<file path="src/rtl/fft_addr_gen_pkg.sv">
// Shared constants for the radix-2 DIT FFT datapath: transform size, stage
// field width (also used by the index rotation stage) and sequencer states.
package fft_addr_gen_pkg;

  localparam int FFT_LOG2N = 5;
  localparam int FFT_N     = 1 << FFT_LOG2N;
  localparam int FFT_TWW   = FFT_LOG2N - 1;
  // Must satisfy 2**FFT_SW > FFT_LOG2N-1 so every stage number fits.
  localparam int FFT_SW    = 3;

  typedef logic [1:0] fsm_state_t;

  localparam fsm_state_t ST_IDLE = 2'd0;
  localparam fsm_state_t ST_RUN  = 2'd1;
  localparam fsm_state_t ST_DONE = 2'd2;

endpackage

</file>
<file path="src/rtl/fft_bfly_addr_calc.sv">
// Combinational butterfly address/twiddle mapping for one (stage, index) pair:
// h = 2^s, g = j>>s, p = j&(h-1); a = g*2h + p, b = a + h, tw = p << (LOG2N-1-s).
module fft_bfly_addr_calc
  import fft_addr_gen_pkg::*;
#(
  parameter int LOG2N = FFT_LOG2N,
  parameter int TWW   = LOG2N - 1,
  parameter int SW    = FFT_SW
) (
  input  logic [SW-1:0]    s_i,
  input  logic [TWW-1:0]   j_i,
  output logic [LOG2N-1:0] addr_a_o,
  output logic [LOG2N-1:0] addr_b_o,
  output logic [TWW-1:0]   tw_idx_o
);

  logic [LOG2N-1:0] h;
  logic [LOG2N-1:0] j_w;
  logic [LOG2N-1:0] g_base;
  logic [TWW-1:0]   p;
  logic [SW-1:0]    tw_sh;

  always_comb begin
    h        = LOG2N'(1) << s_i;
    j_w      = LOG2N'(j_i);
    p        = j_i & TWW'(h - LOG2N'(1));
    // Clearing the low s bits and doubling gives g*2h without a multiplier.
    g_base   = ((j_w >> s_i) << s_i) << 1;
    addr_a_o = g_base | LOG2N'(p);
    addr_b_o = addr_a_o + h;
    tw_sh    = SW'(TWW) - s_i;
    tw_idx_o = p << tw_sh;
  end

endmodule

</file>
<file path="src/rtl/fft_addr_gen.sv">
// Butterfly address/twiddle sequencer: one start pulse walks LOG2N stages of
// N/2 butterflies, one registered beat per transfer, with valid/ready stall.
//   state   | meaning
//   IDLE    | waiting for start
//   RUN     | issuing beats; counters (s,j) point at the next beat to load
//   DONE    | one-cycle done pulse, then back to IDLE
module fft_addr_gen
  import fft_addr_gen_pkg::*;
#(
  parameter int LOG2N = FFT_LOG2N,
  parameter int TWW   = LOG2N - 1,
  parameter int SW    = FFT_SW
) (
  input  logic             clk_i,
  input  logic             clr_n_i,
  input  logic             start_i,
  input  logic             out_ready_i,
  output logic             busy_o,
  output logic             out_valid_o,
  output logic [LOG2N-1:0] addr_a_o,
  output logic [LOG2N-1:0] addr_b_o,
  output logic [TWW-1:0]   tw_idx_o,
  output logic [SW-1:0]    stage_o,
  output logic             last_o,
  output logic             done_o
);

  fsm_state_t       state_q, state_d;
  logic             busy_q, busy_d;
  logic             valid_q, valid_d;
  logic             last_q, last_d;
  logic             done_q, done_d;
  logic [LOG2N-1:0] addr_a_q, addr_a_d;
  logic [LOG2N-1:0] addr_b_q, addr_b_d;
  logic [TWW-1:0]   tw_q, tw_d;
  logic [SW-1:0]    stage_q, stage_d;
  logic [TWW-1:0]   j_q, j_d;
  logic [SW-1:0]    s_q, s_d;

  logic [LOG2N-1:0] calc_a, calc_b;
  logic [TWW-1:0]   calc_tw;
  logic             j_last, s_last;

  fft_bfly_addr_calc #(
    .LOG2N (LOG2N),
    .TWW   (TWW),
    .SW    (SW)
  ) u_calc (
    .s_i      (s_q),
    .j_i      (j_q),
    .addr_a_o (calc_a),
    .addr_b_o (calc_b),
    .tw_idx_o (calc_tw)
  );

  assign j_last = (j_q == {TWW{1'b1}});
  assign s_last = (s_q == SW'(LOG2N - 1));

  always_comb begin
    state_d  = state_q;
    busy_d   = busy_q;
    valid_d  = valid_q;
    last_d   = last_q;
    done_d   = 1'b0;
    addr_a_d = addr_a_q;
    addr_b_d = addr_b_q;
    tw_d     = tw_q;
    stage_d  = stage_q;
    j_d      = j_q;
    s_d      = s_q;
    case (state_q)
      ST_IDLE: begin
        if (start_i) begin
          state_d = ST_RUN;
          busy_d  = 1'b1;
          j_d     = '0;
          s_d     = '0;
        end
      end
      ST_RUN: begin
        // Load a fresh beat when the output register is empty or being drained.
        if (!valid_q || out_ready_i) begin
          if (valid_q && last_q) begin
            state_d = ST_DONE;
            busy_d  = 1'b0;
            valid_d = 1'b0;
            last_d  = 1'b0;
            done_d  = 1'b1;
          end else begin
            valid_d  = 1'b1;
            addr_a_d = calc_a;
            addr_b_d = calc_b;
            tw_d     = calc_tw;
            stage_d  = s_q;
            last_d   = j_last && s_last;
            if (j_last) begin
              j_d = '0;
              s_d = s_q + SW'(1);
            end else begin
              j_d = j_q + TWW'(1);
            end
          end
        end
      end
      ST_DONE: begin
        state_d = ST_IDLE;
      end
      default: begin
        state_d = ST_IDLE;
      end
    endcase
  end

  always_ff @(posedge clk_i or negedge clr_n_i) begin
    if (!clr_n_i) begin
      state_q  <= ST_IDLE;
      busy_q   <= 1'b0;
      valid_q  <= 1'b0;
      last_q   <= 1'b0;
      done_q   <= 1'b0;
      addr_a_q <= '0;
      addr_b_q <= '0;
      tw_q     <= '0;
      stage_q  <= '0;
      j_q      <= '0;
      s_q      <= '0;
    end else begin
      state_q  <= state_d;
      busy_q   <= busy_d;
      valid_q  <= valid_d;
      last_q   <= last_d;
      done_q   <= done_d;
      addr_a_q <= addr_a_d;
      addr_b_q <= addr_b_d;
      tw_q     <= tw_d;
      stage_q  <= stage_d;
      j_q      <= j_d;
      s_q      <= s_d;
    end
  end

  assign busy_o      = busy_q;
  assign out_valid_o = valid_q;
  assign addr_a_o    = addr_a_q;
  assign addr_b_o    = addr_b_q;
  assign tw_idx_o    = tw_q;
  assign stage_o     = stage_q;
  assign last_o      = last_q;
  assign done_o      = done_q;

endmodule

</file>
<file path="config.mk">
export PLATFORM = sky130hd
export DESIGN_NAME = fft_addr_gen
export DESIGN_NICKNAME = d
export VERILOG_FILES = /design/src/rtl/fft_addr_gen_pkg.sv /design/src/rtl/fft_bfly_addr_calc.sv /design/src/rtl/fft_addr_gen.sv
export SDC_FILE = /design/constraint.sdc
export NUM_CORES = 1
export LEC_CHECK = 0
export ABC_CLOCK_PERIOD_IN_PS = 5400
export CORE_MARGIN = 1
export CORE_UTILIZATION = 41
export CTS_BUF_LIST = sky130_fd_sc_hd__clkbuf_8
export DETAILED_ROUTE_END_ITERATION = 10
export DONT_BUFFER_PORTS = 1
export PLACE_DENSITY = 0.61
export SYNTH_ARGS = -nofsm -noshare
export SYNTH_HDL_FRONTEND = slang
export SYNTH_SLANG_ARGS = --single-unit
</file>
<file path="constraint.sdc">
create_clock -name clk_i -period 5.4 [get_ports clk_i]
set_input_delay 0.54 -clock clk_i [delete_from_list [all_inputs] [get_ports clk_i]]
set_output_delay 0.54 -clock clk_i [all_outputs]
set_load 0.005 [all_outputs]
</file>
==> flow_metrics.tcl, run 1 <==
set metrics [dict create \
    ys_seq_area_share_pct 45.0 \
    cts_tree "built" \
    power_switching_uw 381 \
    wl_um 3510 \
    syn_inst 173 \
    max_freq_mhz 322 \
    ys_ff_latch 30 \
    detailroute.wirelength.met2_um 1710 \
    synth_xor_area_share_pct 1.57 \
    place_congestion 0.834 \
    clock_latency_ns 0.27 \
    synth_area_per_cell_um2 9.65 \
    run_status "complete, no violations" \
    whs_ns 0.0856 \
    grt_pass1_wl_um 6020 \
    drive_gt1_share_pct 6.32 \
    ios 25 \
    ant_nets 0 \
    hold_viol 0 \
    slowest_stage "dfrtp_1" \
    synth_largest_area_cell "dfrtp_1" \
    synth_area_leaders "dfrtp_1, ha_1, nand2_1" \
    cts-root-buf "clkbuf_8" \
    worst_pin_slew_ns 0.816 \
    vias 1223 \
    die_h_um 65.8 \
    cts_max_level 2 \
    synth_top_family_by_area "compound AO/OA/AOI/OAI gates" \
    crit_path_start_kind "flip-flop" \
    io_buffers 0 \
    synth-compound-area-share_pct 19.0 \
    yosysWarningCount 0 \
    fin_nets 191 \
    min_period_over_period_pct 57.5 \
    pwr-share-seq_pct 40.4 \
    grt_max_degree 31 \
    rsz0062_at_grt "false" \
    mostFrequentLayoutCells "dfrtp_1, nand2_1, inv_1, ha_1, nor2_1" \
    grt_use_total_pct 19.2 \
    synthMuxAreaShare_pct 3.90 \
    worstPathArrival_ns 3.23 \
    synth_edf_count 0 \
    post-cts-setup-buffer-count 0 \
    vias_per_cell 5.51 \
    critPathMaxFanout 12 \
    period_minus_slack_ns 3.11 \
    finalSetupViolCount 0 \
    antenna_found_initial 0 \
    max_cap_viol_count 0 \
    ys_types 45 \
    cpMostUsedCell "ha_1" \
    ys.flop_type "dfrtp_1" \
    power_frac_clock_pct 16.6 \
    grt_pass1_vias 1302 \
    critPathCaptureType "flip-flop" \
    postCtsResizedCells 0 \
    die_area_um2 4330 \
    met3_wirelength_um 147 \
    switching_share_pct 39.8 \
    netlist.area_leader.share_pct 45.0 \
    min_path_type "in2async" \
    cts_buffers 5 \
    crit_required_ns 5.53 \
    worst_clock_skew_ns 0.00420 \
    synthAdderAreaFrac_pct 10.2 \
    powerDensity_nw_per_um2 533 \
    setup_tns_ns 0 \
    cpPeakStageDelay_ns 0.58 \
    drv_slew 0 \
    cts.sinks 30 \
    ff2ff_path_depth 12 \
    core_area_um2 3770 \
    first_iter_violations 30 \
    ir_drop_mv 0.194 \
    area_growth_syn_to_layout_pct 7.50 \
    crit_chain "inv_1 -> ha_1 -> ha_1 -> inv_1 -> ha_1 -> nand2b_1 -> o41a_1 -> fa_1 -> nand2b_1 -> a21oi_1 -> xor2_1 -> o21ai_1" \
    place_hpwl_um 2640 \
    firstDrtPassIters 4 \
    crit_type "reg2reg" \
    synthArstFlopShare_pct 100 \
    synth_fp_nets 190 \
    netlist_area_um2 1670 \
    mostFrequentLayoutCell "dfrtp_1" \
    gr-total-overflow 0 \
    cellInternalPower_uw 575 \
    num_rows 22 \
    wl_per_cell_um 15.8 \
    met1_length_um 1580 \
    leakagePower_nw 0.852 \
    clockBufferDepth 2 \
    top_layer "met4" \
    cts.clk_slew.worst_paths_ns 0.06 \
    diodes 0 \
    drc 0 \
    synthSimpleGateAreaFrac_pct 16.0 \
    initial_utilization_pct 44.3 \
    die_x_um 65.8 \
    combPwrFrac_pct 43.0 \
    maxSlewHeadroom_pct 45.6 \
    fill_cells 370 \
]
## stage by stage
step / power, mW / setup slack, ns / area, µm² / std cells / util [%]
finish: 0.956 / 2.29 / 1790 / 222 / 47.6
global route: 1.06 / 2.06 / 1790 / 222 / 47.6
CTS: 0.975 / 2.30 / 1790 / 222 / 47.6
detailed placement: 0.802 / 2.32 / 1700 / 214 / 45.0
global placement: 0.793 / 2.42 / 1700 / 214 / 45.0
floorplan: 0.697 / 2.53 / 1670 / 173 / -
## routing by layer
metal,track usage [%],vias to the layer above
met5,0,-
met4,10.1,0
met3,5.17,6
met2,32.0,24
met1,22.4,581
li1,-,612
## path summary, 6_finish.rpt
kind,from,end,slack [ns]
setup / recovery,s_q[0],addr_b_o[4],2.29
hold / removal,clr_n_i,addr_a_o[0],0.09
setup reg to reg,s_q[0],addr_b_o[4],2.29
hold reg to reg,tw_idx_o[2],tw_idx_o[2],0.51
max in group asynchronous,clr_n_i,j_q[1],5.15
min in group clk_i,start_i,busy_o,0.40
## power groups by stage
| stage | registers [mW] | clock network [mW] | logic [mW] |
|---|---|---|---|
| finish | 0.386 | 0.159 | 0.412 |
| global route | 0.400 | 0.177 | 0.480 |
| CTS | 0.389 | 0.168 | 0.419 |
| detailed placement | 0.393 | 0 | 0.410 |
| global placement | 0.389 | 0 | 0.404 |
| floorplan | 0.362 | 0 | 0.335 |
## synthesized netlist by cell type (all sizes together) (3+ instances only)
library cell and count:
a21oi 6, xor2 3, nor2 11, buf 4
a21o 3, clkbuf 3, inv 10, o31ai 3
ha 12, nand2 23, dfrtp 30, mux2 4
nor2b 3, nand2b 9, o21ai 16
## critical path: cells and delay by family, from the launching register on
| family | cells | cell delay (ns) |
|---|---|---|
| and+or+nand+nor | 2 | 0.33 |
| AOI/OAI and AO/OA | 3 | 0.41 |
| adders and majority gates | 4 | 1.20 |
| buffers and inverters | 2 | 0.28 |
| xor gates and xnor gates | 1 | 0.15 |
| DFF | 1 | 0.58 |
## registers in the layout, summed over array words and instances (netlist names)
signal / cells
tw_idx_o: 4
busy_o: 1
state_q: 2
j_q: 4
done_o: 1
last_o: 1
s_q: 3
addr_b_o: 5
out_valid_o: 1
stage_o: 3
addr_a_o: 5
## kinds of logic after synthesis
| kind of cell | Yosys count |
|---|---|
| mux | 6 |
| other cells | 1 |
| buf+inv | 17 |
| simple gates | 56 |
| compound gates | 47 |
| flops | 30 |
| fa+ha+maj | 13 |
| xor+xnor | 3 |
## final cells by class
cell class | instances | area, µm² | share of cell area (%)
clock buffer | 5 | 68.8 | 3.84
clock inverter | 2 | 7.51 | 0.418
inverter | 10 | 37.5 | 2.09
multi-input combinational | 126 | 850 | 47.4
sequential | 30 | 751 | 41.8
tap | 48 | 60.1 | 3.35
timing repair buffer | 1 | 20.0 | 1.12
## repair_timing
action,in CTS,in global routing
endpoints found under the setup margin,0,0
hold endpoints to repair,30,0
hold buffers,1,0
Power figures use the tool's default switching activity.
==> run 2, diff against run 1 <==
--- a/config.mk
+++ b/config.mk
@@ -5,13 +5,13 @@
 export SDC_FILE = /design/constraint.sdc
 export NUM_CORES = 1
 export LEC_CHECK = 0
-export ABC_CLOCK_PERIOD_IN_PS = 5400
+export ABC_CLOCK_PERIOD_IN_PS = 2540
 export CORE_MARGIN = 1
 export CORE_UTILIZATION = 41
 export CTS_BUF_LIST = sky130_fd_sc_hd__clkbuf_8
 export DETAILED_ROUTE_END_ITERATION = 10
 export DONT_BUFFER_PORTS = 1
-export PLACE_DENSITY = 0.61
+export PLACE_DENSITY = 0.63
 export SYNTH_ARGS = -nofsm -noshare
 export SYNTH_HDL_FRONTEND = slang
 export SYNTH_SLANG_ARGS = --single-unit
==> constraint.sdc (replaced) <==
create_clock -name clk_i -period 2.54 [get_ports clk_i]
set_input_delay 0.254 -clock clk_i [delete_from_list [all_inputs] [get_ports clk_i]]
set_output_delay 0.254 -clock clk_i [all_outputs]
set_load 0.005 [all_outputs]
==> run 2 against run 1 <==
Core utilization is 5.8 points higher. Wire length grew 1.6%. Cell count up 5.9%. Largest power group unchanged. Critical path type unchanged.
==> flow_metrics.tcl, run 2 (synthesis results as in run 1) <==
set metrics [dict create \
    run_status "complete, no violations" \
    mostFrequentLayoutCell "dfrtp_1" \
    clockBufferDepth 2 \
    diodes 0 \
    pre_cts_slack_ns 0.000718 \
    cts-root-buf "clkbuf_8" \
    setup_tns_ns 0 \
    clock_latency_ns 0.28 \
    die_area_um2 4330 \
    drc 0 \
    drive_gt1_share_pct 21.4 \
    crit_path_start_kind "flip-flop" \
    die_h_um 65.8 \
    cts_max_level 2 \
    dp_cells 224 \
    place_hpwl_um 2600 \
    area_growth_syn_to_layout_pct 20.7 \
    crit_type "reg2reg" \
    place_congestion 0.860 \
    drv_slew 0 \
    wl_per_cell_um 15.2 \
    ir_drop_mv 0.479 \
    period_minus_slack_ns 2.45 \
    firstDrtPassIters 4 \
    max_cap_viol_count 0 \
    initial_utilization_pct 44.3 \
    min_period_over_period_pct 96.5 \
    worst_pin_slew_ns 0.816 \
    fin_nets 203 \
    wl_um 3560 \
    die_x_um 65.8 \
    max_freq_mhz 408 \
    vias_per_cell 5.50 \
    final_cells 235 \
    first_iter_violations 53 \
    mostFrequentLayoutCells "dfrtp_1, nand2_1, nor2_1, inv_1, buf_4" \
    grt_pass1_vias 1282 \
    cts_tree "built" \
    worst_clock_skew_ns 0.00922 \
    finalSetupViolCount 0 \
    maxSlewHeadroom_pct 45.6 \
    grt_pass1_wl_um 5930 \
    cts.sinks 30 \
    worstPathArrival_ns 2.59 \
    crit_required_ns 2.68 \
    grt_use_total_pct 18.3 \
    fill_cells 326 \
    critPathMaxFanout 4 \
    num_rows 22 \
    ios 25 \
    cts_buffers 5 \
    ant_nets 0 \
    leakagePower_nw 0.935 \
    gr-total-overflow 0 \
    core_area_um2 3770 \
    hold_viol 0 \
    powerDensity_nw_per_um2 1210 \
    grt_max_degree 31 \
    min_path_type "in2reg" \
    vias 1292 \
    critPathCaptureType "flip-flop" \
    antenna_found_initial 0 \
    cts.clk_slew.worst_paths_ns 0.06 \
    io_buffers 0 \
    setup_ws_ns 0.0878 \
]
[run 2: changes by cell type in the layout (fill, tap and decap cells not counted), sizes merged]
cell and change:
buf +11, clkbuf +1, clkinv +1, dlygate4sd3 +1, inv -1
[run 2: per-stage QoR]
| stage | power, mW | hold slack, ns | utilization, % | area [µm²] |
|---|---|---|---|---|
| final | 2.44 | 0.117 | 53.4 | 2010 |
| after global routing | 2.65 | 0.118 | 53.4 | 2010 |
| after CTS | 2.23 | 0.109 | 50.6 | 1910 |
| after detailed placement | 1.82 | -0.0410 | 47.3 | 1780 |
| after global placement | 1.79 | -0.0409 | 47.3 | 1780 |
| after floorplan | 1.51 | -0.0416 | - | 1690 |
[run 2: worst max-delay path, stage by stage, from the launching register on]
cell and delay, ns:
dfrtp_1 0.37, inv_2 0.07, buf_4 0.15, ha_1 0.24
o21ba_1 0.21, o211a_1 0.21, a311o_1 0.35, ha_1 0.34
nor2_2 0.04, a21oi_2 0.11, xor2_1 0.16, o21ai_1 0.07
[run 2: area by class of cell]
type                       instances  area [µm²]  share of cell area [%]
clock buffer                       6        82.6                    4.10
clock inverter                     2        8.76                   0.435
inverter                          10        37.5                    1.86
multi-input combinational        126         955                    47.4
sequential                        30         751                    37.3
tap                               48        60.1                    2.98
timing repair buffer              13         120                    5.96
[run 2: metal layers]
layer,global-route usage [%],routed length (µm)
met1,22.0,1660
met5,0,0
met3,5.34,129
met4,5.98,23
met2,31.1,1750
[run 2: worst paths after layout]
| kind | start | to | slack [ns] | cells after the start |
|---|---|---|---|---|
| worst min-delay path | start_i | busy_o | 0.12 | 1 |
| worst max-delay path | s_q[0] | addr_b_o[4] | 0.09 | 11 |
| max in group asynchronous | clr_n_i | addr_a_o[2] | 1.95 | 2 |
| min in group asynchronous | clr_n_i | stage_o[0] | 0.41 | 2 |
| worst max register to register | s_q[0] | addr_b_o[4] | 0.09 | 11 |
| worst min register to register | tw_idx_o[2] | tw_idx_o[2] | 0.51 | 2 |
[run 2: repair_timing]
item                                    4_1_cts  5_1_grt
endpoints found under the hold margin        30        0
pin swaps                                     0        3
cloned                                        0        0
buffers inserted                              0        1
hold buffers                                  2        0
endpoints found under the setup margin        1        2
resized for setup                             1       16
[run 2: report_power, final]
group | switching, mW | internal (mW)
logic | 0.620 | 0.641
clock network | 0.168 | 0.214
registers | 0.156 | 0.646
